### src/rtl/pc_fetch_unit_pkg.sv
// pc_fetch_unit shared constants and types.
// Fetch FSM encoding and default widths.
package pc_fetch_unit_pkg;

  localparam int          DEF_XLEN       = 32;
  localparam logic [31:0] DEF_RESET_ADDR = 32'h8000_0000;
  localparam int          INSTR_W        = 32;

  typedef logic [0:0] state_t;

  localparam state_t ST_RUN   = 1'b0;
  localparam state_t ST_FAULT = 1'b1;

endpackage

### src/rtl/pc_fetch_unit_fetch_fifo.sv
// fetch_fifo: small synchronous FIFO with async reset and clear.
// Push when full and pop when empty are ignored.
module fetch_fifo #(
  parameter int W     = 32,
  parameter int DEPTH = 2,
  localparam int CW   = $clog2(DEPTH + 1),
  localparam int AW   = (DEPTH > 1) ? $clog2(DEPTH) : 1
) (
  input  logic          clk,
  input  logic          rst,
  input  logic          i_clr,
  input  logic          i_push,
  input  logic [W-1:0]  i_wdata,
  input  logic          i_pop,
  output logic [W-1:0]  o_rdata,
  output logic [CW-1:0] o_count
);

  logic [W-1:0]  r_mem [DEPTH];
  logic [AW-1:0] r_wp;
  logic [AW-1:0] r_rp;
  logic [CW-1:0] r_cnt;
  logic          w_push;
  logic          w_pop;

  function automatic logic [AW-1:0] nxt(input logic [AW-1:0] p);
    return (p == AW'(DEPTH - 1)) ? '0 : p + AW'(1);
  endfunction

  assign w_push  = i_push & (r_cnt != CW'(DEPTH));
  assign w_pop   = i_pop & (r_cnt != '0);
  assign o_rdata = r_mem[r_rp];
  assign o_count = r_cnt;

  always_ff @(posedge clk or posedge rst) begin
    if (rst) begin
      r_wp  <= '0;
      r_rp  <= '0;
      r_cnt <= '0;
    end else if (i_clr) begin
      r_wp  <= '0;
      r_rp  <= '0;
      r_cnt <= '0;
    end else begin
      if (w_push) r_wp <= nxt(r_wp);
      if (w_pop)  r_rp <= nxt(r_rp);
      r_cnt <= r_cnt + CW'(w_push) - CW'(w_pop);
    end
  end

  always_ff @(posedge clk) begin
    if (w_push && !i_clr) r_mem[r_wp] <= i_wdata;
  end

endmodule

### src/rtl/pc_fetch_unit.sv
// pc_fetch_unit: fetch PC owner, credit-limited imem requester,
// flush/drop tracking and {pc, instr} output stream.
module pc_fetch_unit
  import pc_fetch_unit_pkg::*;
#(
  parameter int              XLEN            = DEF_XLEN,
  parameter logic [XLEN-1:0] RESET_ADDR      = XLEN'(DEF_RESET_ADDR),
  parameter int              COMPRESSED      = 0,
  parameter int              MAX_OUTSTANDING = 2
) (
  input  logic            clk,
  input  logic            rst,
  input  logic            stall,
  input  logic            redirect_valid,
  input  logic [XLEN-1:0] redirect_pc,
  input  logic            trap_valid,
  input  logic [XLEN-1:0] trap_pc,
  output logic            imem_req_valid,
  input  logic            imem_req_ready,
  output logic [XLEN-1:0] imem_req_addr,
  input  logic            imem_rsp_valid,
  input  logic [31:0]     imem_rsp_data,
  output logic            out_valid,
  input  logic            out_ready,
  output logic [XLEN-1:0] out_pc,
  output logic [31:0]     out_instr,
  output logic            fetch_fault,
  output logic [XLEN-1:0] fault_addr,
  output logic [XLEN-1:0] pc
);

  localparam int CW = $clog2(MAX_OUTSTANDING + 1);
  localparam int OW = XLEN + INSTR_W;

  state_t          r_state;
  logic [XLEN-1:0] r_pc;
  logic [CW-1:0]   r_drop;
  logic            r_fault;
  logic [XLEN-1:0] r_fault_addr;

  logic            w_flush;
  logic            w_mis;
  logic            w_issue;
  logic            w_drop;
  logic            w_push;
  logic            w_pop;
  logic [XLEN-1:0] w_tgt;
  logic [XLEN-1:0] w_aq_addr;
  logic [CW-1:0]   w_aq_cnt;
  logic [CW-1:0]   w_ob_cnt;
  logic [CW:0]     w_credit;
  logic [OW-1:0]   w_ob_data;

  assign w_flush = trap_valid | redirect_valid;
  assign w_tgt   = trap_valid ? trap_pc : redirect_pc;
  assign w_mis   = w_tgt[0] | ((COMPRESSED == 0) & w_tgt[1]);

  // Credits cover both in-flight requests and buffered results.
  assign w_credit = {1'b0, w_aq_cnt} + {1'b0, w_ob_cnt};

  assign imem_req_valid = (r_state == ST_RUN) & ~stall & ~w_flush
                        & (w_credit < (CW+1)'(MAX_OUTSTANDING));
  assign imem_req_addr  = r_pc;
  assign w_issue        = imem_req_valid & imem_req_ready;

  assign w_drop = w_flush | (r_drop != '0);
  assign w_push = imem_rsp_valid & ~w_drop;
  assign w_pop  = out_valid & out_ready & ~w_flush;

  assign out_valid   = (w_ob_cnt != '0);
  assign out_pc      = w_ob_data[OW-1:INSTR_W];
  assign out_instr   = w_ob_data[INSTR_W-1:0];
  assign fetch_fault = r_fault;
  assign fault_addr  = r_fault_addr;
  assign pc          = r_pc;

  fetch_fifo #(.W(XLEN), .DEPTH(MAX_OUTSTANDING)) u_addr_q (
    .clk     (clk),
    .rst     (rst),
    .i_clr   (1'b0),
    .i_push  (w_issue),
    .i_wdata (r_pc),
    .i_pop   (imem_rsp_valid),
    .o_rdata (w_aq_addr),
    .o_count (w_aq_cnt)
  );

  fetch_fifo #(.W(OW), .DEPTH(MAX_OUTSTANDING)) u_out_buf (
    .clk     (clk),
    .rst     (rst),
    .i_clr   (w_flush),
    .i_push  (w_push),
    .i_wdata ({w_aq_addr, imem_rsp_data}),
    .i_pop   (w_pop),
    .o_rdata (w_ob_data),
    .o_count (w_ob_cnt)
  );

  always_ff @(posedge clk or posedge rst) begin
    if (rst) begin
      r_state      <= ST_RUN;
      r_pc         <= RESET_ADDR;
      r_drop       <= '0;
      r_fault      <= 1'b0;
      r_fault_addr <= '0;
    end else if (w_flush) begin
      r_drop  <= w_aq_cnt - CW'(imem_rsp_valid);
      r_pc    <= w_tgt;
      r_fault <= w_mis;
      r_state <= w_mis ? ST_FAULT : ST_RUN;
      if (w_mis) r_fault_addr <= w_tgt;
    end else begin
      if (w_issue) r_pc <= r_pc + XLEN'(4);
      if (imem_rsp_valid && r_drop != '0) r_drop <= r_drop - CW'(1);
    end
  end

  a_no_orphan_rsp: assert property (
    @(posedge clk) disable iff (rst)
    imem_rsp_valid |-> (w_aq_cnt != '0)
  );

endmodule

### config.mk
export PLATFORM = sky130hd
export DESIGN_NAME = pc_fetch_unit
export DESIGN_NICKNAME = d
export VERILOG_FILES = /design/src/rtl/pc_fetch_unit_pkg.sv /design/src/rtl/pc_fetch_unit_fetch_fifo.sv /design/src/rtl/pc_fetch_unit.sv
export SDC_FILE = /design/constraint.sdc
export NUM_CORES = 1
export LEC_CHECK = 0
export ABC_AREA = 1
export BUFFER_PORTS_ARGS = -buffer_cell sky130_fd_sc_hd__buf_4
export CORE_MARGIN = 2
export CORE_UTILIZATION = 46
export CTS_BUF_LIST = sky130_fd_sc_hd__clkbuf_16
export DETAILED_ROUTE_END_ITERATION = 8
export GPL_ROUTABILITY_DRIVEN = 0
export GPL_TIMING_DRIVEN = 1
export HOLD_SLACK_MARGIN = 0.06
export PLACE_DENSITY = 0.7
export SETUP_SLACK_MARGIN = 0.5
export SKIP_CTS_REPAIR_TIMING = 1
export SLEW_MARGIN = 40
export SYNTH_ARGS = -nofsm -noshare
export SYNTH_HDL_FRONTEND = slang
export SYNTH_SLANG_ARGS = --single-unit
export TNS_END_PERCENT = 50
### constraint.sdc
create_clock -name clk -period 5.6 [get_ports clk]
set_input_delay 1.4 -clock clk [delete_from_list [all_inputs] [get_ports clk]]
set_output_delay 1.4 -clock clk [all_outputs]
set_load 0.02 [all_outputs]
After elaboration in Yosys (flattened, before gate mapping):

Memory sizes are Yosys's and may differ from the RTL's.
Index checks and enable logic that the tools add are counted.
Widths: inputs -> output; s select.

* $add $sub $neg: 12
* magnitude comparators: 1
* equality and inequality tests: 2
* mux-type cells: 19
* bitwise operators: 18
* reduce and logical (&&, ||, !) cells: 11

Operators with widths (count)
* $mux 32: 3
* $add 32x3->32 const B: 1
* $reduce_bool 2->1: 7
* $mux 1: 13
* $and 1x1->1: 11
* $mux 2: 3
* $sub 2x1->2: 3
* $add 1x1->1 const B: 4
* $add 2x1->2: 2
* $ne 2x2->1 const B: 2
* $not 1->1: 4
* $add 2x2->3: 1
* $lt 3x2->1 const B: 1
* $or 1x1->1: 3
* $logic_and 1x1->1: 2
* $reduce_and 2->1: 1
* $sub 2x1->2 const B: 1
* $logic_not 1->1: 1

* register bits after elaboration: 76
* memory bits (writable): 192
* bits of input ports: 104
* output and inout port bits: 163
* word-level logic and storage cells: 76
* memories: 2

Memory list
* u_out_buf.r_mem: depth 2, bits a word 64, read ports 1, clocked after memory_dff 0, write ports 1, line pc_fetch_unit_fetch_fifo.sv:19 `logic [W-1:0] r_mem [DEPTH];`
* u_addr_q.r_mem: depth 2, bits a word 32, read ports 1, clocked after memory_dff 0, write ports 1, line pc_fetch_unit_fetch_fifo.sv:19

Longest topological paths before layout:

* word-level depth: 8
* mapped depth: 13
* gate-level depth less buffers: 13

Modules after synthesis:

A second synthesis with hierarchy kept.

* cells, all modules: 1157
* area, all modules: 11826.3 sq um

By module, submodules not included
* fetch_fifo (u_out_buf): times used 1, cells an instance 370, area each 4953.5 sq um, seq. area each 3943.8 sq um
* pc_fetch_unit: times used 1, cells an instance 584, area each 4227.8 sq um, seq. area each 1677.9 sq um
* fetch_fifo (u_addr_q): times used 1, cells an instance 203, area each 2645.0 sq um, seq. area each 2021.9 sq um

Worst setup path after synthesis:

OpenSTA, ideal clock, no wires.

* path kind: input to register
* start point: input trap_valid
* end point: memory u_out_buf.r_mem[0][0] (netlist name) (enable)
* setup time: 0.487 ns
* arrival: 4.673 ns
* required time: 5.113 ns
* path slack: 0.440 ns
* stages on the path: 5
* buffers on the path: 2
* path through: buf_6 -> nor2_4 -> buf_2 -> nand3_1 -> nor2_1

* longest elaborated chain between the ends: 8
* elaborated cells between the ends (all ways): 9
* those cells by class: mux (2); bitwise (5); reduce/logical (2)

RTL lines
* start: declaration: line pc_fetch_unit.sv:16 `input logic trap_valid,`
* $or 1x1->1 *: line pc_fetch_unit.sv:54 `assign w_flush = trap_valid | redirect_valid;`
* $or 1x1->1: line pc_fetch_unit.sv:66 `assign w_drop = w_flush | (r_drop != '0);`
* $not 1->1: line pc_fetch_unit.sv:67 `assign w_push = imem_rsp_valid & ~w_drop;`
* $and 1x1->1: line pc_fetch_unit.sv:67
* $and 1x1->1: line pc_fetch_unit_fetch_fifo.sv:30 `assign w_push = i_push & (r_cnt != CW'(DEPTH));`
* $logic_and 1x1->1 *: line pc_fetch_unit_fetch_fifo.sv:52 `if (w_push && !i_clr) r_mem[r_wp] <= i_wdata;`
* $mux 1 *: line pc_fetch_unit_fetch_fifo.sv:52
* $mux 1 (not written as such) *: line pc_fetch_unit_fetch_fifo.sv:52
* end: declaration: line pc_fetch_unit_fetch_fifo.sv:19

Mark *: on every way between the ends. The rest lies on a longest branch, timed or not.

Worst setup path in the final report:

* start point: input trap_valid
* end point: output imem_req_valid

* longest elaborated chain between the ends: 4

RTL lines
* $or 1x1->1: line pc_fetch_unit.sv:54
* $not 1->1: line pc_fetch_unit.sv:61 `assign imem_req_valid = (r_state == ST_RUN) & ~stall & ~w_flush`
* $and 1x1->1: line pc_fetch_unit.sv:61
* $and 1x1->1: line pc_fetch_unit.sv:62 `& (w_credit < (CW+1)'(MAX_OUTSTANDING));`
* end: declaration: line pc_fetch_unit.sv:18 `output logic imem_req_valid,`

Every way passes these cells.

==> qor.txt <==
==================================================================================
Run status .......................................................... finished clean
Y dimension of the die ..............................................       163 um
Final-stage net count ...............................................         1425
Count of unresolved DRC violations after routing ....................            0
Post-route fraction of the period consumed by the critical path .....        69.5%
Post-synth top area cell ............................................ sky130_fd_sc_hd__edfxtp_1
CTS Root Cell ....................................................... sky130_fd_sc_hd__clkbuf_16
Max Slew Vio Count ..................................................            0
Maximum operating frequency .........................................      257 MHz
Pwr per Cell Area ...................................................   332 nW/um2
Startpoint of the lowest-slack register-to-register path ............ u_addr_q.o_count[0]
Syn avg cell area ...................................................     10.7 um2
Count of synthesis-stage warnings from yosys ........................            0
Worst Skew ..........................................................    0.0110 ns
Sequential element share of the synthesized area ....................        66.1%
Kind of start point of the critical path ............................    input pin
Endpoint kind of the worst setup timing path ........................  output port
Max-Cap Viols .......................................................            0
Antenna violations before repair ....................................            0
Post-route ant nets .................................................            0
Lkg Pwr .............................................................      6.32 nW
Die area ............................................................    26400 um2
Post-DR wirelength/cell .............................................      16.1 um
Critical path data arrival time .....................................      2.49 ns
Cell area after technology mapping ..................................    11600 um2
Setup TNS ...........................................................         0 ns
Register clock-pin slew on the reported worst setup and hold paths ..      0.06 ns
Final critical delay including setup and external delays ............      3.89 ns
Clock network latency to the later pin of the worst-skew pair .......      0.52 ns
Data required time of the worst path ................................      4.20 ns
Initial Utilization .................................................        46.3%
Half-perimeter wire length of the detailed placement result .........     18500 um
Antenna diodes ......................................................            0
Floorplan row count .................................................           58
Instance count of the mapped netlist ................................         1079
Pin count of the biggest net entering global routing ................           66
Share of the synthesized area in the top cell type ..................        49.9%
Final setup viols ...................................................            0
Cell depth of the worst flop-to-flop path ...........................           11
Class of the most critical hold timing path ......................... flip-flop to flip-flop
Number of hold violations in the final report .......................            0
Unrepaired setup endpoints after global routing .....................           no
Worst Hold End ...................................................... fault_addr[1]
CP Max Fanout .......................................................           32
Worst-case clock buffer depth .......................................            3
PortBufs ............................................................          266
Placeable Area ......................................................    25000 um2
TritonRoute pass-1 iters ............................................            5
Slack of the worst reg-to-reg path ..................................      2.74 ns
Number of sinks on the clock net ....................................          267
Worst reg2reg endpoint .............................................. u_addr_q.r_mem[0][29]
Level count of the clock H-tree .....................................            1
Hold path startpoint ................................................ fault_addr[1]
Worst voltage drop across the vdd grid ..............................     0.185 mV
Main area contributors after synthesis .............................. sky130_fd_sc_hd__edfxtp_1 (50%), sky130_fd_sc_hd__dfrtp_1 (16%), sky130_fd_sc_hd__nand2_1 (14%)
Worst slew pin tran .................................................     0.789 ns
Placement Cell Area .................................................    13700 um2
First-iteration detailed-routing DRC count ..........................          618
Post-synthesis register bit count ...................................          267
TritonCTS Buffers ...................................................           26
Clock tree from TritonCTS ...........................................          yes
Signed area change from the synthesized netlist to the final layout .        24.9%
Setup Crit Path Kind ................................................ input pin to output port
Post-route design area ..............................................    14400 um2
Global-route usage over all layers ..................................        20.1%
Post-synth net total ................................................         1191
First-pass GRT wire length ..........................................     41400 um
Post-detailed-routing wire length ...................................     26800 um
Number of global-route vias before repair ...........................         7724
Top-level I/O count .................................................          267
Synth cell types ....................................................           35
GR Overflow Total ...................................................            0
Share of final-layout standard cells stronger than drive strength 1 .        28.1%
Headroom to the max-slew limit ......................................        47.4%
Hold Path Stages ....................................................            2
Via count ...........................................................         8136
Overall die width ...................................................       163 um
Vias/cell ...........................................................         4.90
==================================================================================
how the worst max path moves through the flow:
stage / startpoint / endpoint / slack, ns / depth (start not counted)
2_1_floorplan: trap_valid / u_out_buf.r_mem[0][0] / 0.44 / 5
3_3_place_gp: trap_valid / u_addr_q.r_mem[1][25] / 1.59 / 9
3_5_place_dp: trap_valid / imem_req_valid / 1.70 / 6
4_1_cts: u_out_buf.r_rp / out_pc[24] / 1.67 / 6
5_1_grt: u_out_buf.r_rp / out_pc[24] / 1.57 / 6
6_report: trap_valid / imem_req_valid / 1.71 / 6
flip-flops by register name, summed over array words and instances, names as in the netlist:
register,cells
fault_addr,32
u_out_buf.o_count,2
u_out_buf.r_mem,128
r_drop,2
u_out_buf.r_wp,1
u_addr_q.o_count,2
imem_req_addr,32
u_addr_q.r_mem,64
u_addr_q.r_wp,1
r_state,1
u_out_buf.r_rp,1
u_addr_q.r_rp,1
through the flow:
stage	utilization [%]	cells	hold WS (ns)	setup WS, ns	power [mW]
2_1_floorplan	-	1079	0.478	0.440	2.93
3_3_place_gp	54.6	1613	0.465	1.59	3.25
3_5_place_dp	54.7	1615	0.464	1.70	3.27
4_1_cts	57.8	1662	0.479	1.67	4.85
5_1_grt	57.9	1662	0.517	1.57	5.01
6_report	57.9	1662	0.475	1.71	4.80
critical path, stage by stage:
cell and delay, ns:
sky130_fd_sc_hd__buf_4 0.22, sky130_fd_sc_hd__nor2_4 0.13, sky130_fd_sc_hd__buf_4 0.33, sky130_fd_sc_hd__inv_2 0.09, sky130_fd_sc_hd__nor2_4 0.15, sky130_fd_sc_hd__buf_4 0.15
routing by layer:
| layer | GRT usage (%) | routed length, um | up-vias |
|---|---|---|---|
| met5 | 0 | 0 | - |
| li1 | - | - | 4011 |
| met4 | 5.03 | 489 | 0 |
| met1 | 27.4 | 11400 | 3786 |
| met2 | 33.2 | 12700 | 307 |
| met3 | 4.05 | 2140 | 32 |
report_power, final:
part           internal [mW]  switching, mW  total, mW
Sequential              2.28          0.130       2.41
Clock                  0.891          0.680       1.57
Combinational          0.354          0.467      0.822
Total                   3.52           1.28       4.80
area by class of cell:
| cell class | count | area, um2 |
|---|---|---|
| Clock buffer | 28 | 701 |
| Clock inverter | 19 | 75.1 |
| Fill cell | 2107 | 10500 |
| Inverter | 53 | 205 |
| Multi-Input combinational cell | 688 | 3310 |
| Sequential cell | 267 | 7640 |
| Tap cell | 330 | 413 |
| Timing Repair Buffer | 277 | 2100 |
synth_stat cells (all sizes together):
| library cell | number |
|---|---|
| dfrtp | 74 |
| a31oi | 19 |
| mux2i | 8 |
| nand3 | 41 |
| clkinv | 1 |
| edfxtp | 192 |
| a21oi | 17 |
| inv | 52 |
| xnor2 | 4 |
| buf | 55 |
| nor2 | 82 |
| o21ai | 29 |
| ha | 7 |
| nand2 | 424 |
| or2 | 5 |
| dfstp | 1 |
| xor2 | 10 |
| o21a | 1 |
| clkbuf | 16 |
| nand4 | 1 |
| fa | 1 |
| o211ai | 5 |
| nor3 | 2 |
| mux2 | 32 |
logic make-up (layout without fill, tap and decap cells):
kind of cell | Yosys count | in the layout | synth area share [%]
AOI/OAI and AO/OA | 71 | 71 | 3.60
xor gates and xnor gates | 14 | 14 | 1.06
adders and majority gates | 8 | 8 | 0.931
buffers and inverters | 124 | 377 | 5.56
DFF | 267 | 267 | 66.1
muxes | 40 | 40 | 3.81
and+or+nand+nor | 555 | 555 | 18.9
cell usage in the layout (no fill, tap or decap), types with 2 or more instances in the layout:
master / Yosys / routed
sky130_fd_sc_hd__edfxtp_1: 192 / 192
sky130_fd_sc_hd__inv_1: 47 / 57
sky130_fd_sc_hd__nor2_1: 77 / 73
sky130_fd_sc_hd__buf_4: 34 / 274
sky130_fd_sc_hd__mux2_2: 32 / 32
sky130_fd_sc_hd__xnor2_1: 4 / 4
sky130_fd_sc_hd__o21ai_2: 3 / 3
sky130_fd_sc_hd__nor2_2: 3 / 3
sky130_fd_sc_hd__inv_4: 1 / 2
sky130_fd_sc_hd__ha_1: 7 / 7
sky130_fd_sc_hd__or2_2: 5 / 5
sky130_fd_sc_hd__a21oi_2: 3 / 3
sky130_fd_sc_hd__clkinv_1: 0 / 2
sky130_fd_sc_hd__a31oi_1: 19 / 19
sky130_fd_sc_hd__clkbuf_16: 0 / 28
sky130_fd_sc_hd__dfrtp_1: 74 / 73
sky130_fd_sc_hd__clkinv_2: 1 / 4
sky130_fd_sc_hd__o21ai_1: 3 / 3
sky130_fd_sc_hd__nor3_1: 2 / 2
sky130_fd_sc_hd__mux2i_1: 8 / 8
sky130_fd_sc_hd__nor2_4: 2 / 6
sky130_fd_sc_hd__xor2_1: 10 / 10
sky130_fd_sc_hd__nand2_4: 2 / 2
sky130_fd_sc_hd__nand3_1: 41 / 41
sky130_fd_sc_hd__nand2_1: 422 / 422
sky130_fd_sc_hd__buf_8: 0 / 2
sky130_fd_sc_hd__inv_2: 4 / 7
sky130_fd_sc_hd__a21oi_1: 14 / 14
sky130_fd_sc_hd__o211ai_1: 5 / 5
sky130_fd_sc_hd__o21ai_0: 23 / 23
No activity file was read; power rests on OpenSTA's default activity.
